==> src/rtl/prbs_seq_pkg.sv <==
// Shared types and constants for the PRBS link frame sequencer.
package prbs_seq_pkg;

    typedef enum logic [1:0] {
        IDLE    = 2'd0,
        SYNC    = 2'd1,
        PAYLOAD = 2'd2,
        GAP     = 2'd3
    } seq_state_e;

    localparam int SLOT_BITS  = 32;
    localparam int SLOT_CNT_W = $clog2(SLOT_BITS);

    localparam logic [31:0] DEFAULT_SYNC_WORD = 32'hA5A5_5A5A;
    localparam logic [31:0] DEFAULT_IDLE_WORD = 32'h0000_0000;

endpackage

==> src/rtl/prbs_link_sequencer_slot_timer.sv <==
// Bit-position counter within a 32-bit word slot; flags the first and last bit.
module slot_timer
    import prbs_seq_pkg::*;
(
    input  logic clk,
    input  logic rst_n,
    input  logic clr,
    input  logic en,
    output logic boundary,
    output logic last
);

    logic [SLOT_CNT_W-1:0] cnt_q;
    logic [SLOT_CNT_W-1:0] cnt_d;

    always_comb begin
        cnt_d = cnt_q;
        if (clr) begin
            cnt_d = '0;
        end else if (en) begin
            cnt_d = cnt_q + 1'b1;
        end
    end

    always_ff @(posedge clk or negedge rst_n) begin
        if (!rst_n) begin
            cnt_q <= '0;
        end else begin
            cnt_q <= cnt_d;
        end
    end

    assign boundary = (cnt_q == '0);
    assign last     = (cnt_q == '1);

endmodule

==> src/rtl/prbs_link_sequencer.sv <==
// Frame sequencer for the PRBS test link: sync slots, PRBS payload slots, idle gap
// slots, with a registered load strobe and word for the 32:1 serializer.
module prbs_link_sequencer
    import prbs_seq_pkg::*;
#(
    parameter logic [31:0] SYNC_WORD  = DEFAULT_SYNC_WORD,
    parameter int          SYNC_SLOTS = 2,
    parameter int          GAP_SLOTS  = 1,
    parameter logic [31:0] IDLE_WORD  = DEFAULT_IDLE_WORD
) (
    input  logic        clk,
    input  logic        rst_n,
    input  logic        start,
    input  logic        stop,
    input  logic        loop_en,
    input  logic [7:0]  payload_len,
    input  logic [31:0] prbs_word,
    output logic        prbs_advance,
    output logic        load,
    output logic [31:0] word_out,
    output logic        busy,
    output logic        frame_done,
    output logic [7:0]  frame_count
);

    localparam logic [7:0] SYNC_LAST = 8'(SYNC_SLOTS - 1);
    localparam logic [7:0] GAP_LAST  = 8'(GAP_SLOTS - 1);

    seq_state_e  state_q, state_d;
    logic [7:0]  state_slot_q, state_slot_d;
    logic [7:0]  len_q, len_d;
    logic        loop_q, loop_d;
    logic        stop_pend_q, stop_pend_d;
    logic        load_q, load_d;
    logic        adv_q, adv_d;
    logic [31:0] word_q, word_d;
    logic        busy_q, busy_d;
    logic        done_q, done_d;
    logic [7:0]  count_q, count_d;

    logic slot_boundary;
    logic slot_last;
    logic frame_end;

    slot_timer u_slot_timer (
        .clk      (clk),
        .rst_n    (rst_n),
        .clr      (state_q == IDLE),
        .en       (state_q != IDLE),
        .boundary (slot_boundary),
        .last     (slot_last)
    );

    always_comb begin
        state_d      = state_q;
        state_slot_d = state_slot_q;
        len_d        = len_q;
        loop_d       = loop_q;
        stop_pend_d  = stop_pend_q;
        frame_end    = 1'b0;

        case (state_q)
            IDLE: begin
                if (start) begin
                    state_d      = SYNC;
                    state_slot_d = 8'd0;
                    len_d        = payload_len;
                    loop_d       = loop_en;
                end
            end
            SYNC: begin
                if (slot_last) begin
                    if (state_slot_q == SYNC_LAST) begin
                        state_d      = PAYLOAD;
                        state_slot_d = 8'd0;
                    end else begin
                        state_slot_d = state_slot_q + 8'd1;
                    end
                end
            end
            PAYLOAD: begin
                if (slot_last) begin
                    if (state_slot_q == len_q) begin
                        state_d      = GAP;
                        state_slot_d = 8'd0;
                    end else begin
                        state_slot_d = state_slot_q + 8'd1;
                    end
                end
            end
            GAP: begin
                if (slot_last) begin
                    if (state_slot_q == GAP_LAST) begin
                        frame_end    = 1'b1;
                        state_slot_d = 8'd0;
                        if (loop_q && !stop_pend_q) begin
                            state_d = SYNC;
                            len_d   = payload_len;
                            loop_d  = loop_en;
                        end else begin
                            state_d = IDLE;
                        end
                    end else begin
                        state_slot_d = state_slot_q + 8'd1;
                    end
                end
            end
            default: state_d = IDLE;
        endcase

        // A stop arriving with start counts, so exactly one frame runs.
        if (stop && ((state_q != IDLE) || start)) begin
            stop_pend_d = 1'b1;
        end
        if (state_d == IDLE) begin
            stop_pend_d = 1'b0;
        end

        // Outputs are computed for the cycle after the edge, so they look at state_d.
        busy_d = (state_d != IDLE);
        load_d = busy_d && (slot_last || ((state_q == IDLE) && slot_boundary));
        word_d = word_q;
        if (load_d) begin
            case (state_d)
                SYNC:    word_d = SYNC_WORD;
                PAYLOAD: word_d = prbs_word;
                GAP:     word_d = IDLE_WORD;
                default: word_d = word_q;
            endcase
        end
        adv_d   = load_d && (state_d == PAYLOAD);
        done_d  = frame_end;
        count_d = frame_end ? count_q + 8'd1 : count_q;
    end

    always_ff @(posedge clk or negedge rst_n) begin
        if (!rst_n) begin
            state_q      <= IDLE;
            state_slot_q <= 8'd0;
            len_q        <= 8'd0;
            loop_q       <= 1'b0;
            stop_pend_q  <= 1'b0;
            load_q       <= 1'b0;
            adv_q        <= 1'b0;
            word_q       <= 32'd0;
            busy_q       <= 1'b0;
            done_q       <= 1'b0;
            count_q      <= 8'd0;
        end else begin
            state_q      <= state_d;
            state_slot_q <= state_slot_d;
            len_q        <= len_d;
            loop_q       <= loop_d;
            stop_pend_q  <= stop_pend_d;
            load_q       <= load_d;
            adv_q        <= adv_d;
            word_q       <= word_d;
            busy_q       <= busy_d;
            done_q       <= done_d;
            count_q      <= count_d;
        end
    end

    assign prbs_advance = adv_q;
    assign load         = load_q;
    assign word_out     = word_q;
    assign busy         = busy_q;
    assign frame_done   = done_q;
    assign frame_count  = count_q;

endmodule

==> config.mk <==
export PLATFORM = sky130hd
export DESIGN_NAME = prbs_link_sequencer
export DESIGN_NICKNAME = d
export VERILOG_FILES = /design/src/rtl/prbs_seq_pkg.sv /design/src/rtl/prbs_link_sequencer_slot_timer.sv /design/src/rtl/prbs_link_sequencer.sv
export SDC_FILE = /design/constraint.sdc
export NUM_CORES = 1
export LEC_CHECK = 0
export ABC_AREA = 1
export BUFFER_PORTS_ARGS = -buffer_cell sky130_fd_sc_hd__buf_2
export CAP_MARGIN = 20
export CORE_MARGIN = 2
export CORE_UTILIZATION = 47
export DETAILED_ROUTE_END_ITERATION = 8
export PLACE_DENSITY = 0.84
export SYNTH_ARGS = -nofsm -noshare
export SYNTH_HDL_FRONTEND = slang
export SYNTH_SLANG_ARGS = --single-unit
export TNS_END_PERCENT = 30
==> constraint.sdc <==
create_clock -name clk -period 2.1 [get_ports clk]
set_clock_uncertainty 0.1 [all_clocks]
set_input_delay 0.42 -clock clk [delete_from_list [all_inputs] [get_ports clk]]
set_output_delay 0.42 -clock clk [all_outputs]
set_load 0.005 [all_outputs]
; ---- Yosys cells after proc, flatten, opt, wreduce, memory -nomap -nowiden
; Index checks and enable logic that the tools add are counted.
[word_totals]
register_bits = 69
latchBits = 0
mem_bits_rw = 0
mem_bits_ro = 0
inputBits = 45
output_inout_bits = 44
mem_count = 0
[op_classes]
n_addsub = 3
mul = 0
n_div = 0
magnitude_cmp = 0
n_eq_ne = 15
n_shift = 0
muxes = 35
bitwise_logic = 0
reduce_logical = 21
[ops]
columns = op, count
row1 = 32-bit one-hot mux with 3 select lines, 1
row2 = 8-bit two-way mux, 11
row3 = 8-bit one-hot mux with 4 select lines, 1
row4 = 8-bit by 1-bit adder with 8-bit output (second input constant), 2
row5 = 8-bit one-hot mux with 2 select lines, 1
row6 = 2-bit two-way mux, 7
row7 = 2-bit != test (second input constant), 6
row8 = 1-bit two-way mux, 10
row9 = 5-bit two-way mux, 2
row10 = 2-bit nonzero test, 5
row11 = 2-bit == test (second input constant), 4
row12 = 8-bit by 1-bit == test with 1-bit output (second input constant), 1
row13 = 8-bit == test, 1
row14 = 8-bit zero test, 1
row15 = 2-bit one-hot mux with 4 select lines, 1
row16 = 5-bit by 1-bit adder with 5-bit output (second input constant), 1
row17 = 5-bit == test (second input constant), 1
row18 = 1-bit logical AND, 5
row19 = 5-bit zero test, 1
row20 = 5-bit AND reduction, 1
row21 = 2-bit by 1-bit == test with 1-bit output (second input constant), 2
row22 = 2-bit zero test, 2
row23 = 4-bit AND reduction, 1
row24 = 3-bit nonzero test, 1
row25 = 4 further kinds, 5

; ---- Depth between registers and ports, before layout
; Gate-level depths: netlist of the first run.
[depth]
word_depth = 9
mapped_depth = 15
mapped_depth_nobuf = 14

; ---- Modules after synthesis
; A second synthesis of the first run with hierarchy kept.
[unflattened]
cells_unflattened = 395
hier_area_um2 = 3321.9
[by_module_without_submodules]
columns = mod, instances, cells_each, area_each_um2, seq_area_each_um2
row1 = prbs_link_sequencer, 1, 360, 3035.4, 1601.5
row2 = slot_timer, 1, 35, 286.5, 125.1

; ---- Worst setup path after synthesis of the first run
; Ideal clock, no wire load.
[synth_timing]
path_kind = register to register
start = reg u_slot_timer.cnt_q[0]
end = reg word_q[12] (netlist: word_out[12])
arrival_ps = 1891
setup_slack_ps = -7
stages_incl_launch_ff = 15
synth_period_minus_slack_ps = 2107
cell_sequence = dfrtp_1 -> ha_1 -> nand2_1 -> nor2_1 -> ha_1 -> inv_2 -> o21ai_1 -> nand2_1 -> nor2_1 -> nand2_1 -> nand2_4 -> a21oi_4 -> buf_4 -> nand2_1 -> nand2_1
[synth_via]
elab_chain_len = 6
[synth_rtl]
columns = element, line_no
row1 = from (decl), prbs_link_sequencer_slot_timer.sv:13  ; logic [SLOT_CNT_W-1:0] cnt_q;
row2 = from (signal assigned), prbs_link_sequencer_slot_timer.sv:29  ; cnt_q <= cnt_d;
row3 = 5-bit == test, prbs_link_sequencer_slot_timer.sv:34  ; assign last = (cnt_q == '1);
row4 = 2-bit two-way mux (on tied branches), "prbs_link_sequencer.sv:92, prbs_link_sequencer.sv:72, prbs_link_sequencer.sv:82"
row5 = 2-bit one-hot mux with 4 select lines, prbs_link_sequencer.sv:62  ; case (state_q)
row6 = 2-bit nonzero test, prbs_link_sequencer.sv:120  ; busy_d = (state_d != IDLE);
row7 = 1-bit logical AND *, prbs_link_sequencer.sv:121  ; load_d = busy_d && (slot_last || ((state_q == IDLE) && slot_boundary));
row8 = via load_d, prbs_link_sequencer.sv:34  ; logic load_q, load_d;
row9 = 2-bit AND reduction (no line) *, n/a
row10 = to (signal assigned), prbs_link_sequencer.sv:157  ; word_q <= word_d;
row11 = to (decl), prbs_link_sequencer.sv:36  ; logic [31:0] word_q, word_d;
; Mark *: on every way through the listed nets, which the timed path passes. The rest lies on a longest branch.
; A chain may end at the register's enable or synchronous reset.

; ---- Worst setup path after layout of the first run
[layout_timing]
start = reg u_slot_timer.cnt_q[1]
end = reg word_q[11] (netlist: word_out[11])
[layout_via]
elab_chain_len = 6
[layout_rtl]
columns = element, line_no
row1 = 5-bit == test *, prbs_link_sequencer_slot_timer.sv:34
row2 = 2-bit two-way mux (on tied branches), "prbs_link_sequencer.sv:92, prbs_link_sequencer.sv:72, prbs_link_sequencer.sv:82"
row3 = 2-bit one-hot mux with 4 select lines *, prbs_link_sequencer.sv:62
row4 = 2-bit nonzero test *, prbs_link_sequencer.sv:120
row5 = via busy_d, prbs_link_sequencer.sv:37  ; logic busy_q, busy_d;
row6 = 1-bit logical AND *, prbs_link_sequencer.sv:121
row7 = 2-bit AND reduction (no line) *, n/a
; Marked as above.

==> impl_metrics.tcl, run 1 <==
set metrics [dict create \
    crit_type "register to register" \
    async_reset_ff_share_pct 100 \
    p_per_area_mw_per_mm2 1090 \
    die_y_um 87.2 \
    antenna_found_initial 0 \
    core_region_area_mm2 0.00676 \
    critPathArrivalTime_ns 2.24 \
    place_ws_ns -0.111 \
    synth_ff_type "dfrtp_1" \
    gp_congestion 0.843 \
    critical_path_buf_inv_count 1 \
    vias 2789 \
    setup_viol 1 \
    clockBufferDepth 2 \
    dp.final_hpwl_um 5030 \
    synth_commonest_cells "nand2_1, dfrtp_1, nand3_1" \
    syn_to_final_growth_pct 32.5 \
    clock-root-buffer "clkbuf_8" \
    critPathLaunchType "register" \
    hp-class "primary input to async pin" \
    yosysUniqueCellTypes 30 \
    syn-num-nets 419 \
    hold_viol_final 16 \
    violations "hold timing, setup timing" \
    grt_pass1_vias 2619 \
    cp_slowest_cell "dfrtp_1" \
    ant_nets 0 \
    cts_buffers 9 \
    setup_slack_ns -0.00564 \
    fmax_mhz 475 \
    port_buffers 88 \
    rsz0062_at_grt "true" \
    drc 0 \
    worstPathMaxFanout 16 \
    totalWireLength_um 7440 \
    yosys_warnings 0 \
    critPathTopFamily "simple AND/OR/NAND/NOR gates" \
    io_pins 89 \
    synth_area_mm2 0.00325 \
    peakVddDrop_uv 621 \
    end_kind "register" \
    path_cells "ha_2, nand2_2, nor2_2, ha_2, inv_4, nor3_2, nand3_1, nand2_2, nand2_8, nand2_8, nand2_8, nand2_1, nand2_1" \
    syn_area_per_cell_um2 8.87 \
    path_common_cell "nand2_8" \
    die-area_mm2 0.00761 \
    synth_top_area_cell "dfrtp_1" \
    placed_cell_area_mm2 0.00386 \
    drtPass1Iterations 4 \
    slew_violations 0 \
    drv_cap 0 \
    worst_pin_slew_ns 0.421 \
    synthCells 367 \
    final_nets 531 \
    hold_ws_ns -0.00861 \
    grt_util_all_layers_pct 20.4 \
    yosys.cell_count.top_type "nand2_1" \
    cts_tree "built" \
    clkLatencyLatePin_ns 0.34 \
    fin_setup_tns_ns -0.00564 \
    yosysSeqAreaShare_pct 53.1 \
    total_power_w 0.00470 \
    fin_area_mm2 0.00431 \
    synthTopCellsByArea "dfrtp_1, nand2_1, nand3_1, xnor2_1, mux2_2" \
    utilization_pct 63.8 \
    n_antenna_cell 0 \
    drive_gt1_share_pct 34.7 \
    via_per_inst 4.95 \
    grt_pass1_wl_um 12100 \
    finalCriticalPeriod_ns 2.11 \
    status "finished with violations" \
    p_leak_nw 2.24 \
    cts.sink_count 69 \
    rows 30 \
    slowest_delay_ns 0.38 \
    ys_ff_latch 69 \
    slew_headroom_pct 71.9 \
    grt_max_degree 70 \
    die_w_um 87.2 \
    initialDrtViolationCount 145 \
    htreeDepth 3 \
    required_ns 2.24 \
    path_clk_slew_ns 0.08 \
    grt_overflow 0 \
    synth-edff-count 0 \
    post_drt_wl_per_cell_um 13.2 \
    initial_core_util_pct 48.2 \
    nFillCells 534 \
    yosys.area.top_type_share_pct 53.1 \
    finalCritPeriodShare_pct 100 \
]
## registers in the layout (all words and copies together) (netlist names)
register,count
stop_pend_q,1
frame_count,8
prbs_advance,1
len_q,8
frame_done,1
state_q,2
word_out,32
loop_q,1
u_slot_timer.cnt_q,5
state_slot_q,8
load,1
busy,1
## final timing paths
| check | start | to | slack, ns | depth (start not counted) |
|---|---|---|---|---|
| worst min register to register | frame_count[7]$_DFFE_PN0P_ | frame_count[7]$_DFFE_PN0P_ | 0.37 | 1 |
| worst max register to register | u_slot_timer.cnt_q[1]$_DFF_PN0_ | word_out[11]$_DFFE_PN0P_ | -0.006 | 13 |
| min in group clk | prbs_word[19] | word_out[19]$_DFFE_PN0P_ | 0.20 | 3 |
| worst max-delay path | u_slot_timer.cnt_q[1]$_DFF_PN0_ | word_out[11]$_DFFE_PN0P_ | -0.006 | 13 |
| max in group asynchronous | rst_n | word_out[20]$_DFFE_PN0P_ | 1.62 | 2 |
| worst min-delay path | rst_n | loop_q$_DFFE_PN0P_ | -0.009 | 2 |
## worst register-to-register path, cell delays in order (launching register included)
cell     delay, ns
dfrtp_1       0.38
ha_2          0.21
nand2_2       0.07
nor2_2        0.10
ha_2          0.21
inv_4         0.05
nor3_2        0.10
nand3_1       0.13
nand2_2       0.15
nand2_8       0.11
nand2_8       0.13
nand2_8       0.11
nand2_1       0.11
nand2_1       0.06
## logic make-up after synthesis
logic type,share of synthesized area (%)
mux,3.11
buf+inv,5.31
compound gates,3.58
simple gates,27.7
fa+ha+maj,2.69
xor+xnor,4.58
flops,53.1
## timing repair
action,in CTS,in global routing
pin swaps,4,4
gates cloned,2,0
setup endpoints to repair,35,41
hold buffers,0,0
setup buffers,2,5
gates resized for setup,11,19
hold endpoints to repair,0,0
## metal layers
metal	up-vias	wire length [um]	track usage, %
met3	10	393	4.17
met5	-	0	0
met2	86	3730	31.2
li1	1372	-	-
met4	0	131	9.51
met1	1321	3180	28.0
## cell usage in the layout, fill, tap and decap left out, drive strengths merged, types with 9 or more instances in the layout
cell type and n:
nor2 28, clkbuf 11, buf 110, nand3 28, nand2 149, dfrtp 69
a21oi 10, inv 24, mux2 9, xnor2 13
## through the flow
| stage | cells | hold slack (ns) |
|---|---|---|
| global placement | 539 | 0.351 |
| floorplan | 367 | 0.0244 |
| detailed placement | 539 | 0.356 |
| finish | 564 | -0.00861 |
| CTS | 559 | 0.000122 |
| global route | 564 | 0.0342 |
## power breakdown
part | internal [W] | total [W] | switching, W
registers | 0.00170 | 0.00199 | 0.000293
logic | 0.000768 | 0.00159 | 0.000824
clock network | 0.000613 | 0.00111 | 0.000502
total | 0.00308 | 0.00470 | 0.00162
## cell type report
| cell class | count | area [um2] | area share [%] |
|---|---|---|---|
| Multi-Input combinational cell | 265 | 1480 | 34.2 |
| Sequential cell | 69 | 1730 | 40.0 |
| Timing Repair Buffer | 110 | 703 | 16.3 |
| Inverter | 24 | 95.1 | 2.21 |
| Clock buffer | 11 | 151 | 3.51 |
| Clock inverter | 5 | 58.8 | 1.36 |
| Tap cell | 80 | 100 | 2.32 |
Note: power is estimated with default switching activity, not from simulation.
==> run 2, diff against run 1 <==
PLACE_DENSITY = 0.83   (was 0.84)
SYNTH_HIERARCHICAL = 1   (was default)
==> run 2 against run 1 <==
The flow finishes with violations (setup timing). Register-to-register slack lost 0.06 ns. Combinational power is 6% lower. Final cell count up 9.0%. Global-route usage is 1.7 points higher. Synthesized cell count up 7.6%. Critical endpoint is now word_out[2]$_DFFE_PN0P_. Largest power group unchanged.
==> impl_metrics.tcl, run 2 <==
set metrics [dict create \
    core_region_area_mm2 0.00683 \
    yosysUniqueCellTypes 30 \
    hp-class "primary input to register" \
    totalWireLength_um 8610 \
    worst_pin_slew_ns 0.366 \
    swShare_pct 34.2 \
    power.switching_w 0.00157 \
    gp_congestion 0.795 \
    grt_pass1_vias 2970 \
    die_w_um 88.1 \
    syn-num-nets 447 \
    worstPathMaxFanout 8 \
    status "finished with violations" \
    synth_top_area_cell "dfrtp_1" \
    drive_gt1_share_pct 34.5 \
    clkLatencyLatePin_ns 0.35 \
    finalCriticalPeriod_ns 2.16 \
    via_per_inst 4.96 \
    p_per_area_mw_per_mm2 1020 \
    yosys.area.top_type_share_pct 52.0 \
    path_clk_slew_ns 0.08 \
    yosys.cell_count.top_type "nand2_1" \
    synthCells 395 \
    dp.final_hpwl_um 5290 \
    rows 30 \
    clockBufferDepth 2 \
    nFillCells 545 \
    peakVddDrop_uv 534 \
    p_leak_nw 2.36 \
    layout_commonest_cell "nand2_1" \
    clock-root-buffer "clkbuf_8" \
    layout_common_cells "nand2_1, buf_2, dfrtp_1, inv_1, nand3_1" \
    grt_pass1_wl_um 13300 \
    grt_overflow 0 \
    synth_area_mm2 0.00332 \
    synth_ff_type "dfrtp_1" \
    grt_max_degree 70 \
    drc 0 \
    drv_cap 0 \
    cts_buffers 9 \
    yosysSeqAreaShare_pct 52.0 \
    crit_type "register to register" \
    ys_ff_latch 69 \
    cts_tree "built" \
    port_buffers 88 \
    htreeDepth 3 \
    vias 3051 \
    syn_to_final_growth_pct 36.1 \
    hold_viol_final 0 \
    end_kind "register" \
    fmax_mhz 462 \
    grt_util_all_layers_pct 22.2 \
    syn_area_per_cell_um2 8.41 \
    finalCritPeriodShare_pct 103 \
    final_cells 615 \
    final_nets 566 \
    slew_headroom_pct 75.6 \
    cts.sink_count 69 \
    die_y_um 88.1 \
    utilization_pct 66.2 \
    yosys_warnings 6 \
    slew_violations 0 \
    setup_viol 36 \
    die-area_mm2 0.00776 \
    required_ns 2.29 \
    setup_slack_ns -0.0626 \
    rsz0062_at_grt "true" \
    ant_nets 0 \
    synthTopCellsByArea "dfrtp_1, nand2_1, nand3_1, inv_1, ha_1" \
    initialDrtViolationCount 179 \
    critPathArrivalTime_ns 2.35 \
    hold_ws_ns 0.197 \
    largest_reg_flops 32 \
    placed_cells_incl_taps 587 \
    n_antenna_cell 0 \
    p_int_w 0.00302 \
    io_pins 89 \
    synth-edff-count 0 \
    total_power_w 0.00460 \
    antenna_found_initial 0 \
    comb_power_share_pct 32.4 \
    violations "setup timing" \
    seq_power_share_pct 42.2 \
    async_reset_ff_share_pct 100 \
    power.clock.fraction_pct 25.3 \
    initial_core_util_pct 48.6 \
    drtPass1Iterations 4 \
    synth_commonest_cells "nand2_1, dfrtp_1, inv_1" \
    post_drt_wl_per_cell_um 14.0 \
    critPathLaunchType "register" \
    fin_setup_tns_ns -1.05 \
]
[run 2: changes by cell type after synthesis, moves of 5 or more]
cell | previous run | this run
xnor2_1 | 13 | 6
nand2_1 | 145 | 159
mux2_2 | 9 | 4
o21ai_0 | 4 | 9
inv_1 | 21 | 32
[run 2: cells by family (layout without fill, tap and decap cells)]
logic type | after synthesis | after routing | share of synthesized area [%]
multiplexers | 4 | 4 | 1.36
AO/OA/AOI/OAI | 31 | 31 | 5.46
buffers and inverters | 44 | 165 | 6.37
adder cells (fa/ha/maj) | 7 | 7 | 2.64
XOR/XNOR | 14 | 14 | 3.69
flip-flops | 69 | 69 | 52.0
AND/OR/NAND/NOR | 226 | 229 | 28.5
[run 2: metrics by stage]
stage / worst slack, ns / area (um2)
floorplan: 0.00579 / 3330
global placement: 0.0450 / 3990
detailed placement: -0.100 / 3990
CTS: -0.0539 / 4380
global route: -0.246 / 4520
finish: -0.0626 / 4520
[run 2: final cells by class]
class	instances	area [um2]	share of cell area, %
well taps	96	120	2.66
clock buffers	12	135	2.99
inverters	33	129	2.85
repair buffers	116	764	16.9
flip-flops and latches	69	1730	38.2
multi-input cells	285	1570	34.8
clock inverters	4	72.6	1.61
[run 2: metal layers]
| metal | wire length (um) | vias to the layer above | GRT usage, % |
|---|---|---|---|
| li1 | - | 1480 | - |
| met1 | 3440 | 1430 | 27.0 |
| met2 | 4380 | 121 | 38.7 |
| met3 | 585 | 20 | 6.69 |
| met4 | 203 | 0 | 5.37 |
| met5 | 0 | - | 0 |
[run 2: worst paths after layout]
kind,slack (ns),from,endpoint,cells past startpoint
hold / removal,0.20,prbs_word[8],word_out[8]$_DFFE_PN0P_,3
setup reg to reg,-0.06,u_slot_timer/cnt_q[1]$_DFFE_PN0P_,word_out[2]$_DFFE_PN0P_,15
hold reg to reg,0.37,frame_count[7]$_DFFE_PN0P_,frame_count[7]$_DFFE_PN0P_,1
min in group asynchronous,0.51,rst_n,word_out[11]$_DFFE_PN0P_,3
max in group asynchronous,1.09,rst_n,frame_count[6]$_DFFE_PN0P_,3
setup / recovery,-0.06,u_slot_timer/cnt_q[1]$_DFFE_PN0P_,word_out[2]$_DFFE_PN0P_,15
[run 2: repair_timing]
action                                  CTS  global route
endpoints found under the setup margin   38            48
setup buffers                             3             3
hold buffers                              1             0
cloned                                    3             2
hold endpoints to repair                 10             0
pin swaps                                 3            19
gates resized for setup                  20            30
[run 2: critical path, stage by stage (launching register included)]
cell and delay (ns):
dfrtp_1 0.37, ha_2 0.20, nand2_2 0.07, nor2_4 0.13, ha_4 0.17, inv_4 0.05
o21ai_2 0.14, nand2_1 0.07, nor2_1 0.09, nand2_1 0.09, nand2_4 0.12, buf_12 0.12
nand2_8 0.09, nand2_4 0.15, nand2_1 0.07, nand2_1 0.07
[run 2: power groups by stage]
stage / combinational (W) / sequential [W] / clock [W]
global placement: 0.00124 / 0.00193 / 0
detailed placement: 0.00132 / 0.00193 / 0
global route: 0.00168 / 0.00199 / 0.00124
finish: 0.00149 / 0.00194 / 0.00116
CTS: 0.00139 / 0.00193 / 0.00118
floorplan: 0.000849 / 0.00189 / 0
==> run 3, diff against run 2 <==
CORE_ASPECT_RATIO = 0.6   (was default)
==> run 3 against run 2 <==
Utilization is 0.56 points higher. Critical path type unchanged. Die area is 0.28% higher. Sequential power hardly changed. Highest routed layer unchanged. Cell area is 0.17% lower. Critical endpoint is now word_out[16]$_DFFE_PN0P_. The run ends with hold timing, setup timing left.
==> impl_metrics.tcl, run 3 (same netlist as run 2, synthesis figures left out) <==
set metrics [dict create \
    cts.sink_count 69 \
    slew_headroom_pct 75.5 \
    critPathTopFamily "simple AND/OR/NAND/NOR gates" \
    worst_pin_slew_ns 0.367 \
    end_kind "register" \
    initial_core_util_pct 49.1 \
    hp-class "primary input to async pin" \
    drive_gt1_share_pct 29.7 \
    fin_area_mm2 0.00451 \
    violations "hold timing, setup timing" \
    slew_violations 0 \
    cts_tree "built" \
    path_common_cell "nand2_1" \
    die-area_mm2 0.00778 \
    status "finished with violations" \
    slowest_delay_ns 0.37 \
    hold_ws_ns -0.00529 \
    critical_path_buf_inv_count 2 \
    via_per_inst 5.12 \
    totalWireLength_um 8700 \
    setup_viol 23 \
    final_nets 559 \
    path_clk_slew_ns 0.06 \
    vias 3068 \
    io_pins 89 \
    drc 0 \
    grt_pass1_wl_um 13500 \
    core_region_area_mm2 0.00676 \
    grt_util_all_layers_pct 21.5 \
    utilization_pct 66.7 \
    finalCritPeriodShare_pct 101 \
    drv_cap 0 \
    rsz0062_at_grt "true" \
    cts_buffers 9 \
    grt_pass1_vias 2871 \
    grt_overflow 0 \
    setup_slack_ns -0.0267 \
    r2r_start "u_slot_timer/cnt_q[1]$_DFFE_PN0P_" \
    n_antenna_cell 0 \
    peakVddDrop_uv 488 \
    syn_to_final_growth_pct 35.9 \
    hold_buffers 0 \
    largest_reg_flops 32 \
    clockBufferDepth 2 \
    antenna_found_initial 0 \
    grt_max_degree 70 \
    crit_type "register to register" \
    layout_commonest_cell "nand2_1" \
    fmax_mhz 470 \
    crit_start "u_slot_timer/cnt_q[1]$_DFFE_PN0P_" \
    placed_cell_area_mm2 0.00395 \
    fin_setup_tns_ns -0.262 \
    initialDrtViolationCount 295 \
    dp.final_hpwl_um 5600 \
    ant_nets 0 \
    die_w_um 113 \
    gp_congestion 0.950 \
    p_leak_nw 2.38 \
    htreeDepth 3 \
    finalCriticalPeriod_ns 2.13 \
    die_y_um 69.1 \
    worstPathMaxFanout 17 \
    critPathLaunchType "register" \
    clkLatencyLatePin_ns 0.33 \
    hold_viol_final 3 \
    drtPass1Iterations 4 \
    cp_slowest_cell "dfrtp_1" \
    port_buffers 88 \
    required_ns 2.22 \
    rows 23 \
    layout_common_cells "nand2_1, buf_2, dfrtp_1, inv_1, nand3_1" \
    clock-root-buffer "clkbuf_16" \
    p_per_area_mw_per_mm2 1140 \
    critPathArrivalTime_ns 2.24 \
    path_cells "ha_2, nand2_1, nor2_1, ha_1, inv_2, o21ai_2, nand2_1, nor2_1, nand2_1, nand2_4, a21oi_4, buf_12, nand2_1, nand2_1" \
    post_drt_wl_per_cell_um 14.5 \
]
[run 3: changes by cell type in the layout (fill, tap and decap cells not counted), moves of 2 or more]
cell,change
clkbuf_16,+10
buf_4,-3
clkbuf_8,-7
clkbuf_1,-3
nor2_1,+2
nand2_4,-3
nand2_2,-18
nand2_1,+20
[run 3: layer usage]
metal  track usage (%)  vias to the layer above  wire (um)
li1                  -                     1474          -
met4              6.64                        0        180
met2              32.1                      111       3920
met5                 0                        -          0
met3              6.24                       15        600
met1              30.4                     1468       3990
[run 3: per-stage QoR]
stage	setup WS (ns)	total power, W	std cells
final	-0.0267	0.00516	599
after detailed placement	-0.0889	0.00324	574
after CTS	0.00368	0.00507	592
after global routing	-0.151	0.00545	599
after global placement	-0.0229	0.00316	574
after floorplan	0.00579	0.00274	395
[run 3: worst register-to-register path, delay by kind of cell (launching register included)]
kind                     cells  cell delay (ns)
AO/OA/AOI/OAI                2             0.24
adder cells (fa/ha/maj)      2             0.37
buffers and inverters        2             0.23
flip-flops                   1             0.37
AND/OR/NAND/NOR              8             0.72
[run 3: cell type report]
class                           instances  area [um2]
Tap cell                               87         109
Clock inverter                          5         106
Clock buffer                           11         253
Timing Repair Buffer                  109         683
Multi-Input combinational cell        285        1510
Inverter                               33         126
Fill cell                             523        2250
Sequential cell                        69        1730
[run 3: what timing repair did]
action | CTS | global route
setup endpoints to repair | 39 | 43
gates cloned | 0 | 5
buffers inserted | 2 | 2
pin swaps | 2 | 6
resized for setup | 6 | 11
[run 3: where the power goes]
group | internal [W] | switching [W] | leakage [nW]
Sequential | 0.00168 | 0.000264 | 0.860
Combinational | 0.000618 | 0.000793 | 1.35
Clock | 0.00123 | 0.000577 | 0.172
Total | 0.00352 | 0.00163 | 2.38
[run 3: path summary, 6_finish.rpt]
path	to	cells after the start	slack [ns]
min in group clk	word_out[0]$_DFFE_PN0P_	3	0.22
max reg2reg	word_out[16]$_DFFE_PN0P_	14	-0.03
max	word_out[16]$_DFFE_PN0P_	14	-0.03
max in group asynchronous	word_out[2]$_DFFE_PN0P_	2	1.61
min	loop_q$_DFFE_PN0P_	2	-0.005
min reg2reg	word_out[7]$_DFFE_PN0P_	2	0.36
